## src/rtl/apb_gpio_ctrl.sv

```systemverilog
// apb_gpio_ctrl: APB3 GPIO controller with per-pin direction, synchronised inputs,
// edge/level interrupts with write-1-to-clear status and optional per-pin debounce.
//
// Optional feature macro: GPIO_DEBOUNCE_EN (adds DEBOUNCE register at 0x20 and counters).
//
// Ports:
//   PCLK, PRESETN        clock, asynchronous active-low reset
//   PSEL/PENABLE/PWRITE  APB control
//   PADDR[7:0]           byte address (word aligned)
//   PWDATA/PRDATA        APB write / read data (32 bit)
//   PREADY, PSLVERR      always ready; error on unmapped access or write to DATA_IN
//   GPIO_IN              asynchronous pad inputs
//   GPIO_OUT, GPIO_OE    registered pad outputs and output enables
//   INT, INT_OR          registered per-pin interrupts and their OR
module apb_gpio_ctrl #(
    parameter int unsigned        IO_NUM      = 8,
    parameter int unsigned        SYNC_STAGES = 2,
    parameter logic [IO_NUM-1:0]  OUT_RESET   = '0,
    parameter logic [IO_NUM-1:0]  DIR_RESET   = '0
) (
    input  logic              PCLK,
    input  logic              PRESETN,
    input  logic              PSEL,
    input  logic              PENABLE,
    input  logic              PWRITE,
    input  logic [7:0]        PADDR,
    input  logic [31:0]       PWDATA,
    output logic [31:0]       PRDATA,
    output logic              PREADY,
    output logic              PSLVERR,
    input  logic [IO_NUM-1:0] GPIO_IN,
    output logic [IO_NUM-1:0] GPIO_OUT,
    output logic [IO_NUM-1:0] GPIO_OE,
    output logic [IO_NUM-1:0] INT,
    output logic              INT_OR
);

    localparam logic [7:0] AddrDataOut = 8'h00;
    localparam logic [7:0] AddrDir     = 8'h04;
    localparam logic [7:0] AddrDataIn  = 8'h08;
    localparam logic [7:0] AddrIntEn   = 8'h0C;
    localparam logic [7:0] AddrIntMode = 8'h10;
    localparam logic [7:0] AddrIntPol  = 8'h14;
    localparam logic [7:0] AddrIntBoth = 8'h18;
    localparam logic [7:0] AddrStatus  = 8'h1C;
    localparam logic [7:0] AddrDebounce = 8'h20;

    logic [IO_NUM-1:0] data_out_q, data_out_d, dir_q, dir_d;
    logic [IO_NUM-1:0] int_en_q, int_en_d, int_mode_q, int_mode_d;
    logic [IO_NUM-1:0] int_pol_q, int_pol_d, int_both_q, int_both_d;
    logic [IO_NUM-1:0] status_q, status_d, prev_q, prev_d, int_q, int_d;
    logic              int_or_q, int_or_d;
    logic [SYNC_STAGES-1:0][IO_NUM-1:0] sync_q, sync_d;

    logic [IO_NUM-1:0] sync_out, cond_in, wdata, rise, fall, edge_ev, lvl_ev, set, clr;
    logic              access, mapped, slv_err, wr_en;
    logic [31:0]       rdata;
    logic              unused_pwdata;

    assign unused_pwdata = ^PWDATA;
    assign wdata         = PWDATA[IO_NUM-1:0];
    assign sync_out      = sync_q[SYNC_STAGES-1];

    // Address decode and error response
    always_comb begin
        access = PSEL & PENABLE;
        unique case (PADDR)
            AddrDataOut, AddrDir, AddrDataIn, AddrIntEn,
            AddrIntMode, AddrIntPol, AddrIntBoth, AddrStatus: mapped = 1'b1;
`ifdef GPIO_DEBOUNCE_EN
            AddrDebounce: mapped = 1'b1;
`endif
            default: mapped = 1'b0;
        endcase
        slv_err = access & (~mapped | (PWRITE & (PADDR == AddrDataIn)));
        wr_en   = access & PWRITE & ~slv_err;
    end

    assign PSLVERR = slv_err;
    assign PREADY  = 1'b1;

`ifdef GPIO_DEBOUNCE_EN
    logic [15:0]              deb_cfg_q, deb_cfg_d;
    logic [IO_NUM-1:0][15:0]  cnt_q, cnt_d;
    logic [IO_NUM-1:0]        deb_val_q, deb_val_d;
    logic                     deb_wr;

    always_comb begin
        deb_wr    = wr_en & (PADDR == AddrDebounce);
        deb_cfg_d = deb_wr ? PWDATA[15:0] : deb_cfg_q;
        cnt_d     = cnt_q;
        deb_val_d = deb_val_q;
        for (int i = 0; i < IO_NUM; i++) begin
            if (deb_wr) begin
                cnt_d[i] = '0;
            end else if (sync_out[i] == deb_val_q[i]) begin
                cnt_d[i] = '0;
            end else if (({1'b0, cnt_q[i]} + 17'd1) >= {1'b0, deb_cfg_q}) begin
                // Input has differed for DEBOUNCE consecutive cycles: accept it
                deb_val_d[i] = sync_out[i];
                cnt_d[i]     = '0;
            end else begin
                cnt_d[i] = cnt_q[i] + 16'd1;
            end
        end
    end

    always_ff @(posedge PCLK or negedge PRESETN) begin
        if (!PRESETN) begin
            deb_cfg_q <= '0;
            cnt_q     <= '0;
            deb_val_q <= '0;
        end else begin
            deb_cfg_q <= deb_cfg_d;
            cnt_q     <= cnt_d;
            deb_val_q <= deb_val_d;
        end
    end

    // DEBOUNCE=0 bypasses the filter with no added latency
    assign cond_in = (deb_cfg_q == 16'd0) ? sync_out : deb_val_q;
`else
    assign cond_in = sync_out;
`endif

    // Event detection and next-state for all registers
    always_comb begin
        sync_d  = {sync_q[SYNC_STAGES-2:0], GPIO_IN};
        prev_d  = cond_in;
        rise    = cond_in & ~prev_q;
        fall    = ~cond_in & prev_q;
        edge_ev = (int_both_q & (rise | fall)) |
                  (~int_both_q & ((int_pol_q & rise) | (~int_pol_q & fall)));
        lvl_ev  = ~(cond_in ^ int_pol_q);
        set     = ((int_mode_q & edge_ev) | (~int_mode_q & lvl_ev)) & int_en_q;

        data_out_d = (wr_en && PADDR == AddrDataOut) ? wdata : data_out_q;
        dir_d      = (wr_en && PADDR == AddrDir)     ? wdata : dir_q;
        int_en_d   = (wr_en && PADDR == AddrIntEn)   ? wdata : int_en_q;
        int_mode_d = (wr_en && PADDR == AddrIntMode) ? wdata : int_mode_q;
        int_pol_d  = (wr_en && PADDR == AddrIntPol)  ? wdata : int_pol_q;
        int_both_d = (wr_en && PADDR == AddrIntBoth) ? wdata : int_both_q;
        clr        = (wr_en && PADDR == AddrStatus)  ? wdata : '0;

        // A new event wins over a simultaneous write-1-to-clear
        status_d = (status_q & ~clr) | set;
        int_d    = status_d & int_en_d;
        int_or_d = |int_d;
    end

    always_ff @(posedge PCLK or negedge PRESETN) begin
        if (!PRESETN) begin
            data_out_q <= OUT_RESET;
            dir_q      <= DIR_RESET;
            int_en_q   <= '0;
            int_mode_q <= '0;
            int_pol_q  <= '0;
            int_both_q <= '0;
            status_q   <= '0;
            prev_q     <= '0;
            sync_q     <= '0;
            int_q      <= '0;
            int_or_q   <= 1'b0;
        end else begin
            data_out_q <= data_out_d;
            dir_q      <= dir_d;
            int_en_q   <= int_en_d;
            int_mode_q <= int_mode_d;
            int_pol_q  <= int_pol_d;
            int_both_q <= int_both_d;
            status_q   <= status_d;
            prev_q     <= prev_d;
            sync_q     <= sync_d;
            int_q      <= int_d;
            int_or_q   <= int_or_d;
        end
    end

    // Read mux; unmapped addresses return 0
    always_comb begin
        rdata = '0;
        unique case (PADDR)
            AddrDataOut: rdata[IO_NUM-1:0] = data_out_q;
            AddrDir:     rdata[IO_NUM-1:0] = dir_q;
            AddrDataIn:  rdata[IO_NUM-1:0] = cond_in;
            AddrIntEn:   rdata[IO_NUM-1:0] = int_en_q;
            AddrIntMode: rdata[IO_NUM-1:0] = int_mode_q;
            AddrIntPol:  rdata[IO_NUM-1:0] = int_pol_q;
            AddrIntBoth: rdata[IO_NUM-1:0] = int_both_q;
            AddrStatus:  rdata[IO_NUM-1:0] = status_q;
`ifdef GPIO_DEBOUNCE_EN
            AddrDebounce: rdata[15:0] = deb_cfg_q;
`endif
            default:     rdata = '0;
        endcase
        PRDATA = (PSEL & ~PWRITE) ? rdata : 32'd0;
    end

    assign GPIO_OUT = data_out_q;
    assign GPIO_OE  = dir_q;
    assign INT      = int_q;
    assign INT_OR   = int_or_q;

endmodule
```

## config.mk

```make
export PLATFORM = sky130hd
export DESIGN_NAME = apb_gpio_ctrl
export DESIGN_NICKNAME = d
export VERILOG_FILES = /design/src/rtl/apb_gpio_ctrl.sv
export SDC_FILE = /design/constraint.sdc
export NUM_CORES = 1
export LEC_CHECK = 0
export ABC_AREA = 1
export ABC_CLOCK_PERIOD_IN_PS = 3050
export CORE_ASPECT_RATIO = 1.5
export CORE_MARGIN = 2
export CORE_UTILIZATION = 45
export CTS_BUF_LIST = sky130_fd_sc_hd__clkbuf_4
export DETAILED_ROUTE_END_ITERATION = 12
export PLACE_DENSITY = 0.75
export SYNTH_ARGS = -nofsm -noshare
export SYNTH_HDL_FRONTEND = slang
export SYNTH_SLANG_ARGS = --single-unit
export TNS_END_PERCENT = 1
```

## constraint.sdc

```tcl
create_clock -name PCLK -period 3.05 [get_ports PCLK]
set_input_delay 0.305 -clock PCLK [delete_from_list [all_inputs] [get_ports PCLK]]
set_output_delay 0.305 -clock PCLK [all_outputs]
set_load 0.02 [all_outputs]
```

==> out/metrics.csv <==
stage,metric,value,unit
global_route,initial antenna violation count,0,
pwr,Flop pwr share,56.9,%
global_route,number of global-route vias before repair,3537,
worst_setup_path,"setup slack, reg-to-reg",1.28,ns
timing,Max Clk Rate,345,MHz
placed_design,post-DP HPWL,7520,um
pwr,VDD IR max,0.250,mV
global_route,total track usage,20.6,%
worst_setup_path,Crit. Startpoint,PADDR[6],
synth,Synth Instances,504,
worst_setup_path,Worst path slowest cell,clkdlybuf4s50_1,
drt,Routed Antenna Nets,0,
floorplan,Initial Utilization,45.7,%
clock_network,CTS tree,built,
synth,Post-synth EDFFs,0,
clock_network,post-CTS setup buffers,0,
placed_design,post-place instance area,5060,um^2
pwr,switch share,25.3,%
drt,vias post-DR,3674,
worst_setup_path,Worst EP required,2.74,ns
timing,clock skew,0.0111,ns
worst_setup_path,Worst setup SP type,primary input,
clock_network,Root Driver,clkbuf_4,
clock_network,clk sink count,89,
floorplan,die width,84.3,um
pwr,combinational fraction of design power,9.9,%
clock_network,Clock Pin Slew Worst Setup and Hold Paths,0.13,ns
synth,number of distinct library cells after synthesis,29,
timing,Final WS setup,0.148,ns
global_route,largest net degree at the start of global routing,56,
drt,DRC viols,0,
synth,Synth Area per Inst,8.64,um^2
worst_setup_path,Critical Path AT,2.60,ns
pwr,Leak,2.50,nW
floorplan,core area,9520,um^2
synth,prevailing post-synth register cell,dfrtp_1,
synth,"FF+latch count, synth",89,
pwr,Clk pwr share,33.1,%
worst_setup_path,launch point of the worst reg-to-reg path,cond_in[7]$_DFF_PN0_,
global_route,total grt overflow,0,
timing,Sum Neg Setup Slack,0,ns
drt,starting DRC count in detailed routing,208,
floorplan,# IOs,112,
timing,WHS,0.272,ns
floorplan,die area,10500,um^2
placed_design,I/O Buffers,62,
timing,Worst Max-Slew Pin Slew,0.699,ns
global_route,first-pass GRT wire length,17000,um
worst_setup_path,crit path kind,primary input to output port,
worst_setup_path,CP endpoint,PRDATA[6],
worst_setup_path,CP Cell Sequence,"clkdlybuf4s50_1, inv_1, nand2_1, nor3_4, buf_4, nand2_1, o22ai_1, nor2_1, a21oi_1, clkdlybuf4s50_1",
pwr,total power draw,2.17,mW
floorplan,row count,44,
timing,RSZ-0062 raised after global routing,false,
pwr,P_sw,549,uW
finish,Syn-to-layout area delta,20.3,%
job,max cap viols,0,
drt,DR WL/cell,15.3,um
clock_network,Longest Clk Path Bufs,2,
clock_network,cts bufs inserted,9,
pwr,pwr dens,413,nW/um^2
placed_design,Inst Count DP,683,
timing,fin crit share,95.2,%
finish,Final #Nets,649,
finish,Finished Cell Area,5240,um^2
worst_setup_path,Max stage delay on crit path,0.63,ns
drt,Routed Wire Length,10700,um
floorplan,Die Y,124,um
timing,Final Setup Violations,0,
clock_network,htree depth,3,
placed_design,routability cong.,0.895,
synth,Synth Cell Area,4360,um^2
drt,vias per cell,5.25,
finish,post-route insts no fill,700,
placed_design,Post-Place Worst Slack,0.0595,ns
clock_network,Skew-Pair Late Insertion Delay,0.46,ns
timing,Hold Fails Final Rpt,0,
finish,Fill cells,854,
timing,final-report max-slew violation count,0,
timing,Final Critical Period,2.90,ns
pwr,Pint,1.62,mW
worst_setup_path,Register-to-Register Path Depth,10,
timing,Slew headroom,53.3,%
run_status,status,"complete, no violations",
worst_setup_path,r2r endpoint,INT_OR$_DFF_PN0_,
worst_setup_path,Worst Path Max Fanout,7,
synth,Ys Warns,0,
worst_setup_path,CP endpoint kind,output port,
finish,# diodes,0,
finish,layout cells sized above 1,8.03,%
synth,register area share after synthesis,51.1,%
finish,utilization after layout,55.0,%
synth,fraction of registers with async set/reset,100,%
hold_path,Hold Path Class,primary input to register,
drt,drt first pass iters,6,
==> routing by layer <==
metal	up-vias	wire length, um	GRT usage (%)
met5	-	0	0
met4	0	419	11.3
met3	33	698	3.98
met2	151	5290	33.5
met1	1757	4300	25.7
li1	1733	-	-
==> worst min path at each step <==
stage                    startpoint                endpoint  slack (ns)  cells after the start
2_1_floorplan               PRESETN  GPIO_OE[0]$_DFFE_PN0P_       0.009                      0
3_3_place_gp   sync_d[15]$_DFF_PN0_    cond_in[7]$_DFF_PN0_        0.33                      0
3_5_place_dp   sync_d[12]$_DFF_PN0_    cond_in[4]$_DFF_PN0_        0.33                      0
4_1_cts                  GPIO_IN[0]     sync_d[8]$_DFF_PN0_        0.26                      1
5_1_grt                  GPIO_IN[6]    sync_d[14]$_DFF_PN0_        0.27                      1
6_report                 GPIO_IN[5]    sync_d[13]$_DFF_PN0_        0.27                      1
==> synth_stat cells (6+ instances only) <==
master / instances / area share, %
o22ai_1: 24 / 3.4
a21oi_1: 9 / 1.0
nor3_1: 10 / 1.1
nand3_1: 9 / 1.0
nand2_1: 96 / 8.3
nor4_1: 7 / 1.0
buf_4: 26 / 4.5
o21ai_0: 64 / 7.4
ha_1: 16 / 4.6
dfrtp_1: 89 / 51
inv_1: 80 / 6.9
o211ai_1: 8 / 1.4
o21ai_1: 6 / 0.69
nor2_1: 34 / 2.9
==> final cells by class <==
class                           count  area [um^2]  area share, %
Tap cell                          115          144           2.75
Timing Repair Buffer               75          718           13.7
Inverter                           81          304           5.80
Sequential cell                    89         2230           42.5
Clock inverter                      7         85.1           1.62
Clock buffer                        9         67.6           1.29
Multi-Input combinational cell    324         1690           32.3
==> logic make-up after synthesis <==
family          after synthesis  synth area share [%]
compound gates              113                  14.3
buf+inv                     114                  12.4
other cells                   2                 0.172
fa+ha+maj                    16                  4.60
mux                           1                 0.259
simple gates                169                  17.2
flops                        89                  51.1
==> timing repair <==
action / CTS / global route
setup endpoints to repair: 0 / 8
hold endpoints to repair: 53 / 0
resized for setup: 0 / 5
hold buffers: 1 / 0
==> power by group through the flow <==
stage	logic [mW]	registers (mW)	clock network, mW
finish	0.215	1.23	0.717
global route	0.239	1.24	0.786
CTS	0.215	1.23	0.729
detailed placement	0.212	1.26	0
global placement	0.206	1.25	0
floorplan	0.121	1.26	0
==> worst max-delay path, delay by kind of cell <==
family                 cells  cell delay (ns)
buffers and inverters      4             1.35
and+or+nand+nor            4             0.59
AOI/OAI and AO/OA          2             0.35
==> placed cells by master, fill, tap and decap left out <==
cell type	synthesis	final
a21oi_1	9	9
buf_4	26	13
bufinv_16	0	2
clkbuf_4	0	9
clkdlybuf4s50_1	0	61
clkinv_1	0	2
clkinv_2	0	2
clkinvlp_4	0	1
conb_1	2	25
dfrtp_1	89	89
dlygate4sd3_1	0	1
ha_1	16	16
inv_1	80	80
inv_2	1	1
mux2_2	1	1
nand2_1	96	93
nand2_2	3	6
nand2_4	1	1
nand3_1	9	9
nand3_4	1	1
nor2_1	34	34
nor2_2	2	2
nor2_4	4	4
nor3_1	10	9
nor3_2	1	1
nor3_4	0	1
nor4_1	7	7
o211ai_1	8	8
o21ai_0	64	64
o21ai_1	6	6
o21ai_2	1	1
o22ai_1	24	24
o31ai_1	1	1
or2_2	1	1
Note: power is estimated with default switching activity, not from simulation.
